[src/rtl/bus_term_if.sv]
// bus_term_if: per-terminal bus interface placed on one port of the bus
// generator/arbiter.
//   TX: host_wr/host_wdata -> FIFO -> pndng/D_pop, advanced by the bus pop.
//   RX: push/D_push -> destination filter (id or broadcast) -> FIFO ->
//       rx_valid/host_rdata, advanced by host_rd.
//   tx_cnt/rx_cnt/tx_full report occupancy. tx_ovf/rx_ovf are sticky drop
//   flags, cleared by ovf_clr (a drop in the same cycle wins over the clear).
//   reset is asynchronous and active-low. Every output comes from registered
//   state, so there is no combinational path from any strobe to any output.

// Show-ahead circular FIFO. The occupancy count is kept separately from the
// pointers, so full and empty never alias. drop flags a write that was
// discarded because the FIFO was full and nothing was read in that cycle.
module bus_term_fifo #(
    parameter int width = 16,
    parameter int depth = 8
) (
    input  logic                       clk,
    input  logic                       reset,
    input  logic                       wr,
    input  logic [width-1:0]           wdata,
    input  logic                       rd,
    output logic [width-1:0]           head,
    output logic [$clog2(depth+1)-1:0] cnt,
    output logic                       full,
    output logic                       drop
);
    localparam int PW = $clog2(depth);
    localparam int CW = $clog2(depth+1);
    localparam logic [CW-1:0] FULL_CNT = CW'(depth);

    logic [width-1:0] mem [depth];
    logic [PW-1:0]    wr_ptr;
    logic [PW-1:0]    rd_ptr;
    logic             empty;
    logic             do_rd;
    logic             do_wr;

    assign empty = (cnt == '0);
    assign full  = (cnt == FULL_CNT);
    // A read of an empty FIFO is ignored. A write to a full FIFO still lands
    // when a read frees the head slot in the same cycle.
    assign do_rd = rd && !empty;
    assign do_wr = wr && (!full || do_rd);
    assign drop  = wr && full && !rd;
    assign head  = empty ? '0 : mem[rd_ptr];

    always_ff @(posedge clk or negedge reset) begin
        if (!reset) begin
            wr_ptr <= '0;
            rd_ptr <= '0;
            cnt    <= '0;
        end else begin
            // The pointers wrap from depth-1 to 0 naturally because depth
            // is a power of two.
            if (do_wr) wr_ptr <= wr_ptr + 1'b1;
            if (do_rd) rd_ptr <= rd_ptr + 1'b1;
            cnt <= cnt + CW'(do_wr) - CW'(do_rd);
        end
    end

    // The storage needs no reset: head is forced to 0 whenever the FIFO is
    // empty, so stale entries are never visible.
    always_ff @(posedge clk) begin
        if (do_wr) mem[wr_ptr] <= wdata;
    end
endmodule

module bus_term_if #(
    parameter int         pckg_sz   = 16,
    parameter int         depth     = 8,
    parameter logic [7:0] id        = 8'h00,
    parameter logic [7:0] broadcast = 8'hFF
) (
    input  logic                       clk,
    input  logic                       reset,
    input  logic                       host_wr,
    input  logic [pckg_sz-1:0]         host_wdata,
    output logic                       tx_full,
    output logic [$clog2(depth+1)-1:0] tx_cnt,
    output logic                       pndng,
    output logic [pckg_sz-1:0]         D_pop,
    input  logic                       pop,
    input  logic                       push,
    input  logic [pckg_sz-1:0]         D_push,
    input  logic                       host_rd,
    output logic                       rx_valid,
    output logic [pckg_sz-1:0]         host_rdata,
    output logic [$clog2(depth+1)-1:0] rx_cnt,
    output logic                       tx_ovf,
    output logic                       rx_ovf,
    input  logic                       ovf_clr
);
    logic [7:0] dst;
    logic       rx_accept;
    logic       rx_full;
    logic       tx_drop;
    logic       rx_drop;

    bus_term_fifo #(.width(pckg_sz), .depth(depth)) u_tx_fifo (
        .clk   (clk),
        .reset (reset),
        .wr    (host_wr),
        .wdata (host_wdata),
        .rd    (pop),
        .head  (D_pop),
        .cnt   (tx_cnt),
        .full  (tx_full),
        .drop  (tx_drop)
    );

    // Only packets addressed to this terminal or to broadcast are written;
    // all other packets are discarded without a flag or a count change.
    assign dst       = D_push[pckg_sz-1 -: 8];
    assign rx_accept = push && ((dst == id) || (dst == broadcast));

    bus_term_fifo #(.width(pckg_sz), .depth(depth)) u_rx_fifo (
        .clk   (clk),
        .reset (reset),
        .wr    (rx_accept),
        .wdata (D_push),
        .rd    (host_rd),
        .head  (host_rdata),
        .cnt   (rx_cnt),
        .full  (rx_full),
        .drop  (rx_drop)
    );

    assign pndng    = (tx_cnt != '0);
    assign rx_valid = (rx_cnt != '0);

    // A new drop in the same cycle as ovf_clr keeps the flag set.
    always_ff @(posedge clk or negedge reset) begin
        if (!reset) begin
            tx_ovf <= 1'b0;
            rx_ovf <= 1'b0;
        end else begin
            tx_ovf <= tx_drop || (tx_ovf && !ovf_clr);
            rx_ovf <= rx_drop || (rx_ovf && !ovf_clr);
        end
    end
endmodule

[config.mk]
export PLATFORM = sky130hd
export DESIGN_NAME = bus_term_if
export DESIGN_NICKNAME = d
export VERILOG_FILES = /design/src/rtl/bus_term_if.sv
export SDC_FILE = /design/constraint.sdc
export NUM_CORES = 1
export LEC_CHECK = 0
export CAP_MARGIN = 5
export CORE_UTILIZATION = 61
export CTS_CLUSTER_DIAMETER = 40
export DETAILED_ROUTE_END_ITERATION = 6
export PLACE_DENSITY = 0.84
export SLEW_MARGIN = 40
export SYNTH_ARGS = -nofsm -noshare
export SYNTH_HDL_FRONTEND = slang
export SYNTH_HIERARCHICAL = 1
export SYNTH_SLANG_ARGS = --single-unit
[constraint.sdc]
create_clock -name clk -period 6.7 [get_ports clk]
set_input_delay 0.67 -clock clk [delete_from_list [all_inputs] [get_ports clk]]
set_output_delay 0.67 -clock clk [all_outputs]
set_load 0.02 [all_outputs]
# Yosys cells after proc, flatten, opt, wreduce, memory -nomap -nowiden
# Memory sizes are Yosys's and may differ from the RTL's.
# Cells that the tools add are included.
# totals
mem_count	2
regBits	22
output_inout_bits	45
mem_bits_rw	256
elab_cells	55
in_bits	39
# classes
n_mux	6
eq_ne	3
n_reduce_logical	28
addsub	8
# memory_table
memory	words	word_bits	rd	rd_clocked_by_memory_dff	wr	line	rtl
u_rx_fifo.mem	8	16	1	0	1	32	logic [width-1:0] mem [depth];
u_tx_fifo.mem	8	16	1	0	1	32	
# op_table
operator	n
$mux W16	2
$add A3 B1 Y3 const B	4
$logic_and A1 B1 Y1	11
$add A4 B1 Y4	2
$eq A4 B4 Y1 const B	2
$eq A8 B8 Y1 const B	1
$logic_not A4 Y1	2
$logic_not A8 Y1	1
$reduce_bool A4 Y1	2
$sub A4 B1 Y4	2
$logic_not A1 Y1	7
$logic_or A1 B1 Y1	5
$mux W1	4

# Longest topological paths before layout
# depth
word_depth	7
depth_mapped	10
mapped_depth_nobuf	9

# Modules after synthesis
# The synthesis kept the hierarchy.
# by_module_without_submodules
module	seq_area_each_um2	area_each_um2	instances	cells_each
bus_term_fifo	4093.9	5439.0	2	249
bus_term_if	50.0	126.4	1	14

# Worst setup path after synthesis
# Ideal clock, no wire load.
# synth_timing
path_kind	in2reg
start	input D_push[12]
end	memory u_rx_fifo.mem[0][0], enable pin
path_stages	5
arrival_ps	3234
setup_time_ps	430
required_time_ps	6270
n_path_buf	0
path_slack_ps	3036
path_cell_list	or4_1 nor2_1 o21a_1 o21ai_4 nor4_1
# synth_between
elab_chain_len	6
word_cells_on_any_way	7
cone_classes	eq/ne (1); mux (2); reduce/logical (4)
# synth_lines
item	line	rtl
start, declared	85	input logic [pckg_sz-1:0] D_push,
$eq A8 B8 Y1 or $logic_not A8 Y1 (tied branches)	115	assign rx_accept = push && ((dst == id) || (dst == broadcast));
$logic_or A1 B1 Y1 (*)	115	
$logic_and A1 B1 Y1 (*)	115	
named net rx_accept	95	logic rx_accept;
$logic_and A1 B1 Y1 (*)	44	assign do_wr = wr && (!full || do_rd);
$mux W1 (*)	65	if (do_wr) mem[wr_ptr] <= wdata;
$mux W1 (not written as such) (*)	65	
end, declared	32	
# The timed path passes the listed nets; every way through them passes the cells marked *.

# Final worst setup path
# layout_timing
start	register u_rx_fifo.rd_ptr[0]
end	output host_rdata[1]
# layout_between
elab_chain_len	2
# layout_lines
item	line	rtl
start, declared	34	logic [PW-1:0] rd_ptr;
start signal, assigned	57	if (do_rd) rd_ptr <= rd_ptr + 1'b1;
$mem_v2 Z8 W16	--	
$mux W16	46	assign head = empty ? '0 : mem[rd_ptr];
end, declared	88	output logic [pckg_sz-1:0] host_rdata,
# No other way between the ends.

==> metrics.csv <==
metric,value,unit
most frequent cells in the layout,"256 x edfxtp_1, 82 x clkdlybuf4s50_1, 64 x mux4_2, 32 x a22o_1, 31 x clkbuf_16",
Routed WL,22800,um
clock share of power,0.263,
Total GRT Usage,0.261,
CTS tree,built,
Routed WL per cell,26.2,um
total CTS buffers,30,
first-pass GRT wire length,34700,um
Synth Net Count,566,
Final Slew Violations,0,
Routability Congestion,0.784,
H-tree levels,1,
routed vias,5600,
RSZ-0062 raised after global routing,false,
"final std cell area, no fill",0.0131,mm^2
Site Rows,48,
Worst Hold Class,input pin to async pin,
# setup viols final,0,
Psw,1.82,mW
Sum Neg Setup Slack,0,ns
CTS root buffer,clkbuf_16,
CP Launch Type,register,
Worst-Margin Slew,0.819,ns
pwr dens,438,mW/mm^2
Logic pwr share,0.357,
Crit Path Category,register to output port,
Worst setup EP type,output port,
fin crit share,0.536,
P_int,3.94,mW
Die ar.,0.0186,mm^2
CTS Buffer Depth,3,
max cap viols,0,
Sw Share,0.316,
Horiz. Die Dim,136,um
final worst setup slack,3.11,ns
Hold Buf Count CTS,0,
"Net count, final",678,
WP data required,6.03,ns
area of the core,0.0175,mm^2
Reg-to-Reg Start,u_rx_fifo/cnt[2],
"commonest non-fill, non-tap cell in the layout",edfxtp_1,
drt first-iter violations,503,
outcome,finished clean,
synthesized area,0.0110,mm^2
IO Count,84,
I/O Buffers,83,
Worst-path clk slew,0.06,ns
post_cts resized,0,
Leakage,4.43,nW
filler cell count,885,
warnings from Yosys,6,
Setup Skew,0.0188,ns
Pre-antenna DRT Iters,5,
vias per cell,6.43,
Sequential Power Share,0.380,
initial antenna violation count,0,
"Cell Area, Placed",0.0122,mm^2
Syn Area/Cell,21.5,um^2
Initial Util,0.629,
Die Ht,136,um
HPWL Detailed,13200,um
slew margin rel.,0.451,
largest net degree at the start of global routing,35,
setup bufs post-CTS,0,
post-route ant nets,0,
synth-to-layout area growth,19.4,%
clk sinks,278,
"Max FO, Critical Path",32,
Mapped Cells,511,
worst-skew pair later-pin latency,0.54,ns
pre-CTS setup slack,2.77,ns
final hold vios,0,
peak supply drop,0.340,mV
DRC,0,
grt total ovfl,0,
Antenna Cells,0,
FMAX,278,MHz
minimum clock period,3.59,ns
critical path launch point,u_rx_fifo/rd_ptr[0],
CP Data Arrival Time,2.92,ns
layout cells sized above 1,0.245,
vias in the first global route,6061,
## metrics by stage
stage	hold WS [ns]	power [mW]	std cells	util
2_1_floorplan	0.374	3.56	511	-
3_3_place_gp	0.468	4.16	809	0.694
3_5_place_dp	0.472	4.25	816	0.698
4_1_cts	0.106	5.80	871	0.751
5_1_grt	0.137	5.98	871	0.752
6_report	0.104	5.75	871	0.752
## flip-flops by register name, summed over array words and instances (netlist names)
signal / cells
rx_ovf: 1
tx_ovf: 1
u_rx_fifo/cnt: 4
u_rx_fifo/mem: 128
u_rx_fifo/rd_ptr: 3
u_rx_fifo/wr_ptr: 3
u_tx_fifo/cnt: 4
u_tx_fifo/mem: 128
u_tx_fifo/rd_ptr: 3
u_tx_fifo/wr_ptr: 3
## per-layer routing
| layer | part of all wire | vias to the layer above | global-route usage |
|---|---|---|---|
| li1 | - | 2340 | - |
| met1 | 0.38 | 2941 | 0.344 |
| met2 | 0.53 | 270 | 0.441 |
| met3 | 0.070 | 49 | 0.0429 |
| met4 | 0.028 | 0 | 0.0932 |
| met5 | 0 | - | 0 |
## critical path: stages, from the launching register on
cell,delay [ns]
dfrtp_2,0.38
buf_4,0.53
mux4_2,0.63
a22o_1,0.30
clkdlybuf4s50_1,0.55
## final cells by class
| class | instances | area, um^2 | area share |
|---|---|---|---|
| Tap cell | 225 | 282 | 0.0214 |
| Clock inverter | 16 | 120 | 0.00914 |
| Multi-Input combinational cell | 195 | 2610 | 0.199 |
| Sequential cell | 278 | 8240 | 0.627 |
| Clock buffer | 39 | 806 | 0.0613 |
| Inverter | 12 | 45.0 | 0.00343 |
| Timing Repair Buffer | 106 | 1030 | 0.0783 |
## final timing paths
| path | endpoint | slack, ns | depth (start not counted) |
|---|---|---|---|
| min reg2reg | tx_ovf | 0.50 | 1 |
| max | host_rdata[1] | 3.11 | 4 |
| min in group clk | tx_ovf | 0.50 | 1 |
| max in group asynchronous | u_rx_fifo/rd_ptr[0] | 6.23 | 1 |
| max reg2reg | u_rx_fifo/mem[3][12] | 4.17 | 6 |
| min | u_tx_fifo/wr_ptr[1] | 0.10 | 1 |
## power by group through the flow
stage	logic, mW	clock network (mW)	registers [mW]
floorplan	1.35	0	2.21
finish	2.05	1.52	2.18
CTS	2.08	1.53	2.19
global route	2.18	1.60	2.20
detailed placement	2.04	0	2.22
global placement	1.96	0	2.20
Note: power is estimated with default switching activity, not from simulation.
